$ cat src/rtl/lfsr_hist_pkg.sv
// Shared definitions for the LFSR histogram engine: FSM encoding, default taps, bin-width helper.
package lfsr_hist_pkg;

    localparam logic [1:0] ST_IDLE  = 2'd0;
    localparam logic [1:0] ST_CLEAR = 2'd1;
    localparam logic [1:0] ST_ACCUM = 2'd2;
    localparam logic [1:0] ST_DUMP  = 2'd3;

    // Maximal-length Galois mask for an 8-bit right-shifting LFSR.
    localparam logic [7:0] DEF_LFSR_TAPS = 8'hB8;

    function automatic int bin_w(input int num_bins);
        return (num_bins <= 1) ? 1 : $clog2(num_bins);
    endfunction

endpackage

$ cat src/rtl/lfsr_hist_engine_lfsr.sv
// Right-shifting Galois LFSR with seed load; a zero seed would lock up, so it is replaced by 1.
module lfsr_galois #(
    parameter int                LFSR_W    = 8,
    parameter logic [LFSR_W-1:0] LFSR_TAPS = 8'hB8
) (
    input  logic              aclk,
    input  logic              aresetn,
    input  logic              load,
    input  logic [LFSR_W-1:0] seed,
    input  logic              step,
    output logic [LFSR_W-1:0] state
);

    always_ff @(posedge aclk or negedge aresetn) begin
        if (!aresetn) begin
            state <= LFSR_W'(1);
        end else if (load) begin
            state <= (seed == '0) ? LFSR_W'(1) : seed;
        end else if (step) begin
            state <= (state >> 1) ^ (state[0] ? LFSR_TAPS : '0);
        end
    end

endmodule

$ cat src/rtl/lfsr_hist_engine.sv
// LFSR-driven histogram engine: clear bins, accumulate LFSR samples, stream bin counts on AXI-Stream.
//   state    | meaning
//   ST_IDLE  | waiting for cfg_start
//   ST_CLEAR | zeroing one bin per cycle
//   ST_ACCUM | binning one LFSR sample per cycle
//   ST_DUMP  | streaming bin counts, one beat per bin
module lfsr_hist_engine
    import lfsr_hist_pkg::*;
#(
    parameter int                LFSR_W    = 8,
    parameter logic [LFSR_W-1:0] LFSR_TAPS = LFSR_W'(DEF_LFSR_TAPS),
    parameter int                NUM_BINS  = 4,
    parameter int                CNT_W     = 16,
    parameter int                SAMP_W    = 16,
    parameter int                DATA_W    = 32
) (
    input  logic              aclk,
    input  logic              aresetn,
    input  logic              cfg_start,
    input  logic [LFSR_W-1:0] cfg_seed,
    input  logic [SAMP_W-1:0] cfg_num_samp,
    output logic              busy,
    output logic              done,
    output logic [DATA_W-1:0] m_axis_tdata,
    output logic              m_axis_tvalid,
    input  logic              m_axis_tready,
    output logic              m_axis_tlast
);

    localparam int               BIN_W    = bin_w(NUM_BINS);
    localparam logic [BIN_W-1:0] LAST_BIN = BIN_W'(NUM_BINS - 1);

    logic [1:0]        state;
    logic [BIN_W-1:0]  idx;
    logic [BIN_W-1:0]  idx_nxt;
    logic [BIN_W-1:0]  bin_sel;
    logic [SAMP_W-1:0] samp_left;
    logic [CNT_W-1:0]  cnt [NUM_BINS];
    logic [LFSR_W-1:0] lfsr_state;
    logic              lfsr_load;
    logic              lfsr_step;

    assign lfsr_load = (state == ST_IDLE) && cfg_start;
    assign lfsr_step = (state == ST_ACCUM);
    assign idx_nxt   = idx + 1'b1;
    assign bin_sel   = BIN_W'(lfsr_state >> (LFSR_W - BIN_W));

    lfsr_galois #(
        .LFSR_W    (LFSR_W),
        .LFSR_TAPS (LFSR_TAPS)
    ) u_lfsr (
        .aclk    (aclk),
        .aresetn (aresetn),
        .load    (lfsr_load),
        .seed    (cfg_seed),
        .step    (lfsr_step),
        .state   (lfsr_state)
    );

    always_ff @(posedge aclk or negedge aresetn) begin
        if (!aresetn) begin
            state         <= ST_IDLE;
            idx           <= '0;
            samp_left     <= '0;
            busy          <= 1'b0;
            done          <= 1'b0;
            m_axis_tvalid <= 1'b0;
            m_axis_tlast  <= 1'b0;
            m_axis_tdata  <= '0;
            for (int i = 0; i < NUM_BINS; i++) cnt[i] <= '0;
        end else begin
            done <= 1'b0;
            case (state)
                ST_IDLE: begin
                    if (cfg_start) begin
                        samp_left <= cfg_num_samp;
                        idx       <= '0;
                        busy      <= 1'b1;
                        state     <= ST_CLEAR;
                    end
                end
                ST_CLEAR: begin
                    cnt[idx] <= '0;
                    idx      <= idx_nxt;
                    if (idx == LAST_BIN) begin
                        idx   <= '0;
                        state <= (samp_left == '0) ? ST_DUMP : ST_ACCUM;
                    end
                end
                ST_ACCUM: begin
                    if (cnt[bin_sel] != '1) cnt[bin_sel] <= cnt[bin_sel] + 1'b1;
                    samp_left <= samp_left - 1'b1;
                    if (samp_left == SAMP_W'(1)) state <= ST_DUMP;
                end
                ST_DUMP: begin
                    // First DUMP cycle loads beat 0; later beats load on each handshake.
                    if (!m_axis_tvalid) begin
                        m_axis_tvalid <= 1'b1;
                        m_axis_tdata  <= DATA_W'(cnt[idx]);
                        m_axis_tlast  <= (idx == LAST_BIN);
                    end else if (m_axis_tready) begin
                        if (m_axis_tlast) begin
                            m_axis_tvalid <= 1'b0;
                            m_axis_tlast  <= 1'b0;
                            busy          <= 1'b0;
                            done          <= 1'b1;
                            state         <= ST_IDLE;
                        end else begin
                            idx          <= idx_nxt;
                            m_axis_tdata <= DATA_W'(cnt[idx_nxt]);
                            m_axis_tlast <= (idx_nxt == LAST_BIN);
                        end
                    end
                end
                default: state <= ST_IDLE;
            endcase
        end
    end

endmodule
$ cat config.mk
export PLATFORM = sky130hd
export DESIGN_NAME = lfsr_hist_engine
export DESIGN_NICKNAME = d
export VERILOG_FILES = /design/src/rtl/lfsr_hist_pkg.sv /design/src/rtl/lfsr_hist_engine_lfsr.sv /design/src/rtl/lfsr_hist_engine.sv
export SDC_FILE = /design/constraint.sdc
export NUM_CORES = 1
export LEC_CHECK = 0
export CORE_MARGIN = 2
export CORE_UTILIZATION = 45
export DETAILED_ROUTE_END_ITERATION = 16
export PLACE_DENSITY = 0.75
export SKIP_LAST_GASP = 1
export SLEW_MARGIN = 25
export SYNTH_ARGS = -nofsm -noshare
export SYNTH_HDL_FRONTEND = slang
export SYNTH_HIERARCHICAL = 1
export SYNTH_SLANG_ARGS = --single-unit
$ cat constraint.sdc
create_clock -name aclk -period 9.14 [get_ports aclk]
set_input_delay 1.828 -clock aclk [delete_from_list [all_inputs] [get_ports aclk]]
set_output_delay 1.828 -clock aclk [all_outputs]
set_load 0.02 [all_outputs]
==> flow_summary.yaml, run 1 <==
final_layout:
  nets: 643
  area_delta_synth_final_pct: 11.8
  diodes: 0
  drive_gt1_share_pct: 12.2
  final_cell_area_um2: 7470
  final_cells: 792
pwr:
  leakage_uw: 0.00286
  ir_worst_vdd_uv: 178
  clkPwrFrac_pct: 21.0
  p_seq_share_pct: 35.1
  switchingPower_uw: 803
  intPower_uw: 1200
  combPwrFrac_pct: 43.9
  netSwitchingFraction_pct: 40.1
  pwr_density_cell_nw_per_um2: 268
die:
  initial_utilization_pct: 46.0
  die_x_um: 126
  rows: 44
  coreArea_um2: 14500
  io_pins: 64
  dieArea_um2: 15800
  chipHeight_um: 126
place:
  post-place-ws_ps: 5380
  portBuffers: 47
  postPlaceCellArea_um2: 7150
  place.gp.congestion: 0.821
  hpwlAfterDp_mm: 10.0
  dp_cells: 776
timing:
  worst_clock_skew_ps: 8.77
  period_needed_ps: 3600
  setup_ws_ps: 5540
  slew_violations: 0
  rsz0062_at_grt: "no"
  fmax_mhz: 278
  tns_ps: 0
  min_period_over_period_pct: 39.3
  slew_headroom_pct: 31.9
  worst_slew_pin_slew_ps: 1020
  setup_viol: 0
  hold_viol_final: 0
clock_tree:
  cts_made_buffers: 9
  ctsResizeCount: 0
  cts_sinks: 112
  cts_tree: "done"
  clock-root-buffer: "clkbuf_16"
  cts_setup_buffers: 0
  clock_path_buffers: 2
  clkLatencyLatePin_ps: 360
  htree_levels: 3
  cts.clk_slew.worst_paths_ps: 60
  cts_hold_buf: 0
worst_hold_path:
  hold_depth: 2
  hold_class: "reg -> reg"
synthesis:
  synthTopCellsByArea: "dfrtp_1, mux4_2, mux2i_1"
  synth.avg_cell_area_um2: 11.6
  yosys-top-cells-count: "dfrtp_1, nand2_1, mux2i_1"
  synth_area_um2: 6680
  synth_seq_area_share_pct: 42.0
  yosysMostFrequentCell: "dfrtp_1"
  yosysTopAreaCell: "dfrtp_1"
  synth-edff-count: 0
  ys_warn_count: 6
  synth_cells: 578
  netlist.area_leader.share_pct: 41.6
  ys_types: 48
  ys.flop_type: "dfrtp_1"
  ys_ff_latch: 112
  async_flop_share_pct: 100
setup_path:
  cp_data_arrival_time_ps: 3860
  path_class: "reg -> reg"
  ff2ff_path_depth: 7
  critical_path.max_fanout: 23
  worstPathRequired_ps: 9410
  critPathLaunchType: "flip-flop"
  end_kind: "flip-flop"
global_route:
  grt_max_degree: 77
  grt_use_met1_pct: 27.2
  antenna_found_initial: 0
  grt_pass1_wl_mm: 24.9
  busiest_layer: "met2"
  global_route.overflow_total: 0
  grt_util_all_layers_pct: 19.8
  grt_pass1_vias: 4779
  grtUsageMet3_pct: 5.27
  global_route.usage.met2_pct: 31.9
route:
  drt_iter0_markers: 409
  post-route-drc-count: 0
  routed_wl_mm: 15.4
  wire_per_inst_um: 19.4
  ant_nets: 0
  viasPerCell: 6.18
  dr.pass1.iters: 5
  vias: 4894
run_status:
  status: "finished, final reports clean"
run:
  drv_cap: 0
[cells in the final DEF (no fill, tap or decap), types with 5 or more instances in the layout]
master           count
xnor2_1             11
nand3_1             12
nand2_1             63
conb_1              16
mux2i_1             53
nand4_1              6
nor3_1               8
o21ai_0             27
o21ai_1              8
mux4_2              42
nor2_1              17
dfrtp_1            111
o2bb2ai_1           49
mux4_1               5
inv_1               12
ha_1                12
nor4_1               8
clkdlybuf4s50_1     46
buf_4                7
nor2b_1              6
clkbuf_16            9
o22ai_1             16
a21oi_1             18
xor2_1               6
[area by class of cell]
type                       count  area [um2]
clock buffer                  13         250
multi-input combinational    413        3550
sequential                   112        2800
clock inverter                 3        65.1
tap                          184         230
timing repair buffer          54         524
fill                        1258        7060
inverter                      13        48.8
[state kept, by name, indices dropped and copies added, names as in the netlist]
| signal | cells |
|---|---|
| busy | 1 |
| cnt | 64 |
| done | 1 |
| idx | 2 |
| m_axis_tdata | 16 |
| m_axis_tlast | 1 |
| m_axis_tvalid | 1 |
| samp_left | 16 |
| state | 2 |
| u_lfsr/state | 8 |
[through the flow]
| step | hold WS (ps) | util, % | total power (uW) |
|---|---|---|---|
| 3_3_place_gp | 461 | 49.2 | 1540 |
| 6_report | 476 | 51.4 | 2000 |
| 5_1_grt | 509 | 51.4 | 2140 |
| 4_1_cts | 486 | 51.4 | 2010 |
| 3_5_place_dp | 472 | 49.2 | 1590 |
| 2_1_floorplan | 481 | - | 1380 |
[worst max-delay path, cell delays in order, from the launching register on]
cell and delay (ps):
dfrtp_1 330, buf_4 360, mux4_2 650, ha_1 280
nand4_2 130, or2_0 540, o21ba_1 910, mux2i_1 280
[cell families (layout without fill, tap and decap cells)]
kind of cell	Yosys count	after routing	share of synthesized area (%)
other	1	16	0.0561
buffers and inverters	68	83	5.88
xor gates and xnor gates	17	17	2.23
muxes	102	102	24.4
AOI/OAI and AO/OA	133	133	13.9
and+or+nand+nor	133	133	9.36
adders and majority gates	12	12	2.25
DFF	112	112	42.0
[power groups by stage]
stage	clock network (uW)	logic (uW)	registers (uW)
2_1_floorplan	0	691	691
3_3_place_gp	0	842	700
3_5_place_dp	0	879	709
4_1_cts	430	883	701
5_1_grt	452	964	720
6_report	421	879	704
[routing by layer]
layer / wire, um / part of all wire, %
met1: 6530 / 42
met5: 0 / 0
met2: 7360 / 48
met3: 1260 / 8.2
met4: 212 / 1.4
[worst paths after layout]
check                      slack [ps]                            to                         start
setup / recovery                 5540            cnt[0]$_DFFE_PN0P_   u_lfsr/state[6]$_DFFE_PN0P_
hold / removal                    480  m_axis_tdata[13]$_DFFE_PN0P_  m_axis_tdata[13]$_DFFE_PN0P_
setup reg to reg                 5540            cnt[0]$_DFFE_PN0P_   u_lfsr/state[6]$_DFFE_PN0P_
hold reg to reg                   480  m_axis_tdata[13]$_DFFE_PN0P_  m_axis_tdata[13]$_DFFE_PN0P_
max in group asynchronous        6660     samp_left[13]$_DFFE_PN0P_                       aresetn
min in group asynchronous        1430           cnt[25]$_DFFE_PN0P_                       aresetn
No activity file was read; power rests on OpenSTA's default activity.
==> inputs of run 2 (changes only) <==
- PLACE_DENSITY: 0.75 -> 0.78
- clock period: 9.14 -> 2.9 ns (I/O delays scaled with it)
==> run 2 against run 1 <==
Against the previous run:
- via count up 2.1%
- global-route usage grew 0.78 points
- final cell count grew 2.5%
- critical endpoint is now cnt[4]$_DFFE_PN0P_
- sequential share of layout area down 0.79 points
- register-to-register slack worse by 5300 ps
- largest power group unchanged
- core utilization is 1.1 points higher
- sequential power grew to 3.2 times the previous value
- highest routed layer unchanged
- wire length up 2.1%
- clock skew increased by 1.1 ps
- flip-flop and latch count did not move
- first-iteration DRC count is 11% higher
- non-clock buffer count rose by 20
==> flow_summary.yaml, run 2 (same netlist as run 1, synthesis figures left out) <==
run_status:
  status: "finished, final reports clean"
clock_tree:
  clock-root-buffer: "clkbuf_16"
  cts_sinks: 112
  clock_path_buffers: 2
  cts_setup_buffers: 0
  cts_tree: "done"
  htree_levels: 3
  cts_hold_buf: 0
  cts_made_buffers: 9
  clkLatencyLatePin_ps: 360
  cts.clk_slew.worst_paths_ps: 80
timing:
  slew_headroom_pct: 62.7
  fmax_mhz: 376
  slew_violations: 0
  hold_viol_final: 0
  min_period_over_period_pct: 91.8
  setup_ws_ps: 238
  worst_clock_skew_ps: 9.85
  worst_slew_pin_slew_ps: 560
  tns_ps: 0
  period_needed_ps: 2660
  setup_viol: 0
  rsz0062_at_grt: "no"
run:
  drv_cap: 0
route:
  drt_iter0_markers: 454
  post-route-drc-count: 0
  wire_per_inst_um: 19.3
  viasPerCell: 6.15
  vias: 4997
  dr.pass1.iters: 7
  routed_wl_mm: 15.7
  ant_nets: 0
setup_path:
  timing.rr.start: "u_lfsr/state[6]$_DFFE_PN0P_"
  end_kind: "flip-flop"
  startpoint: "u_lfsr/state[6]$_DFFE_PN0P_"
  cp-endpoint: "cnt[4]$_DFFE_PN0P_"
  crit_slowest_cell: "mux4_2"
  critPathBufInv: 2
  path_class: "reg -> reg"
  reg2reg_slack_ps: 240
  worstPathRequired_ps: 3180
  critPathLaunchType: "flip-flop"
  critical_path_depth: 8
  critical_path.max_fanout: 14
  slowest_delay_ps: 560
  ff2ff_path_depth: 8
  crit_family: "multiplexers"
  cp_data_arrival_time_ps: 2940
  path_cells: "buf_12 > mux4_2 > ha_1 > nand4_2 > or2_1 > o21ba_1 > buf_4 > mux2i_1"
  regToRegEndpoint: "cnt[4]$_DFFE_PN0P_"
final_layout:
  nets: 663
  final_cells: 812
  regMostFlops: "cnt"
  diodes: 0
  drive_gt1_share_pct: 15.0
  fin_util_pct: 52.5
  fillers: 1245
  largest_reg_flops: 64
  final_cell_mix: "dfrtp_1, nand2_1, mux2i_1, o2bb2ai_1, clkdlybuf4s50_1"
  seq_area_um2: 2800
  largest_registers: "cnt (64), m_axis_tdata (16), samp_left (16)"
  multiInputGateArea_um2: 3540
  area_delta_synth_final_pct: 14.2
  final_common_cell: "dfrtp_1"
pwr:
  switchingPower_uw: 2610
  pwr_density_cell_nw_per_um2: 846
  ir_worst_vdd_uv: 524
  netSwitchingFraction_pct: 40.5
  leakage_uw: 0.00296
  p_total_uw: 6460
  p_seq_share_pct: 34.4
  combPwrFrac_pct: 45.2
  intPower_uw: 3840
  clkPwrFrac_pct: 20.4
global_route:
  grt_pass1_vias: 5047
  antenna_found_initial: 0
  global_route.overflow_total: 0
  grt_max_degree: 55
  grt_pass1_wl_mm: 26.3
  grt_util_all_layers_pct: 20.6
place:
  hpwlAfterDp_mm: 10.6
  post-place-ws_ps: 81.3
  place.gp.congestion: 0.848
  portBuffers: 47
  dp_cells: 796
die:
  die_x_um: 126
  dieArea_um2: 15800
  coreArea_um2: 14500
  io_pins: 64
  rows: 44
  chipHeight_um: 126
  initial_utilization_pct: 46.0
worst_hold_path:
  hold_class: "in -> async"
-- run 2: cell count changes in the layout (fill, tap and decap cells not counted), sizes merged --
cell	previous run	this run
clkbuf	13	10
buf	8	28
clkinv	1	2
inv	13	16
bufinv	2	1
-- run 2: worst register-to-register path, cell delays in order, from the launching register on --
cell and delay (ps):
dfrtp_1 430, buf_12 200, mux4_2 570, ha_1 260, nand4_2 130, or2_1 330
o21ba_1 220, buf_4 230, mux2i_1 220
-- run 2: stage by stage --
| step | hold WS (ps) | cell area, um2 |
|---|---|---|
| after floorplan | 284 | 6750 |
| after global placement | 460 | 7320 |
| after detailed placement | 470 | 7320 |
| after CTS | 166 | 7630 |
| after global routing | 191 | 7630 |
| final | 164 | 7630 |
-- run 2: worst min path at each step --
| stage | from | endpoint | slack (ps) | cells past startpoint |
|---|---|---|---|---|
| after floorplan | aresetn | busy$_DFFE_PN0P_ | 280 | 0 |
| after global placement | m_axis_tdata[10]$_DFFE_PN0P_ | m_axis_tdata[10]$_DFFE_PN0P_ | 460 | 2 |
| after detailed placement | m_axis_tdata[15]$_DFFE_PN0P_ | m_axis_tdata[15]$_DFFE_PN0P_ | 470 | 2 |
| after CTS | aresetn | m_axis_tdata[12]$_DFFE_PN0P_ | 170 | 1 |
| after global routing | aresetn | m_axis_tdata[6]$_DFFE_PN0P_ | 190 | 1 |
| final | aresetn | m_axis_tdata[9]$_DFFE_PN0P_ | 160 | 1 |
-- run 2: routing by layer --
layer	vias to the layer above	GRT usage, %	routed length [um]
li1	2246	-	-
met3	30	4.38	1400
met5	-	0	0
met1	2491	28.1	6400
met2	230	33.7	7550
met4	0	5.82	335
-- run 2: power groups by stage --
stage / Combinational (uW) / Clock (uW) / Sequential (uW)
after floorplan: 2190 / 0 / 2180
after global placement: 2810 / 0 / 2210
after detailed placement: 2890 / 0 / 2240
after CTS: 2910 / 1340 / 2210
after global routing: 3200 / 1410 / 2270
final: 2920 / 1320 / 2220
-- run 2: timing repair --
action | CTS | global route
gates resized for setup | 0 | 1
endpoints found under the hold margin | 0 | 0
setup endpoints to repair | 0 | 13
-- run 2: final cells by class --
type,count,area share [%]
multi-input combinational,413,46.4
tap,184,3.02
clock inverter,6,0.951
sequential,112,36.7
inverter,13,0.639
clock buffer,10,3.13
timing repair buffer,74,9.11
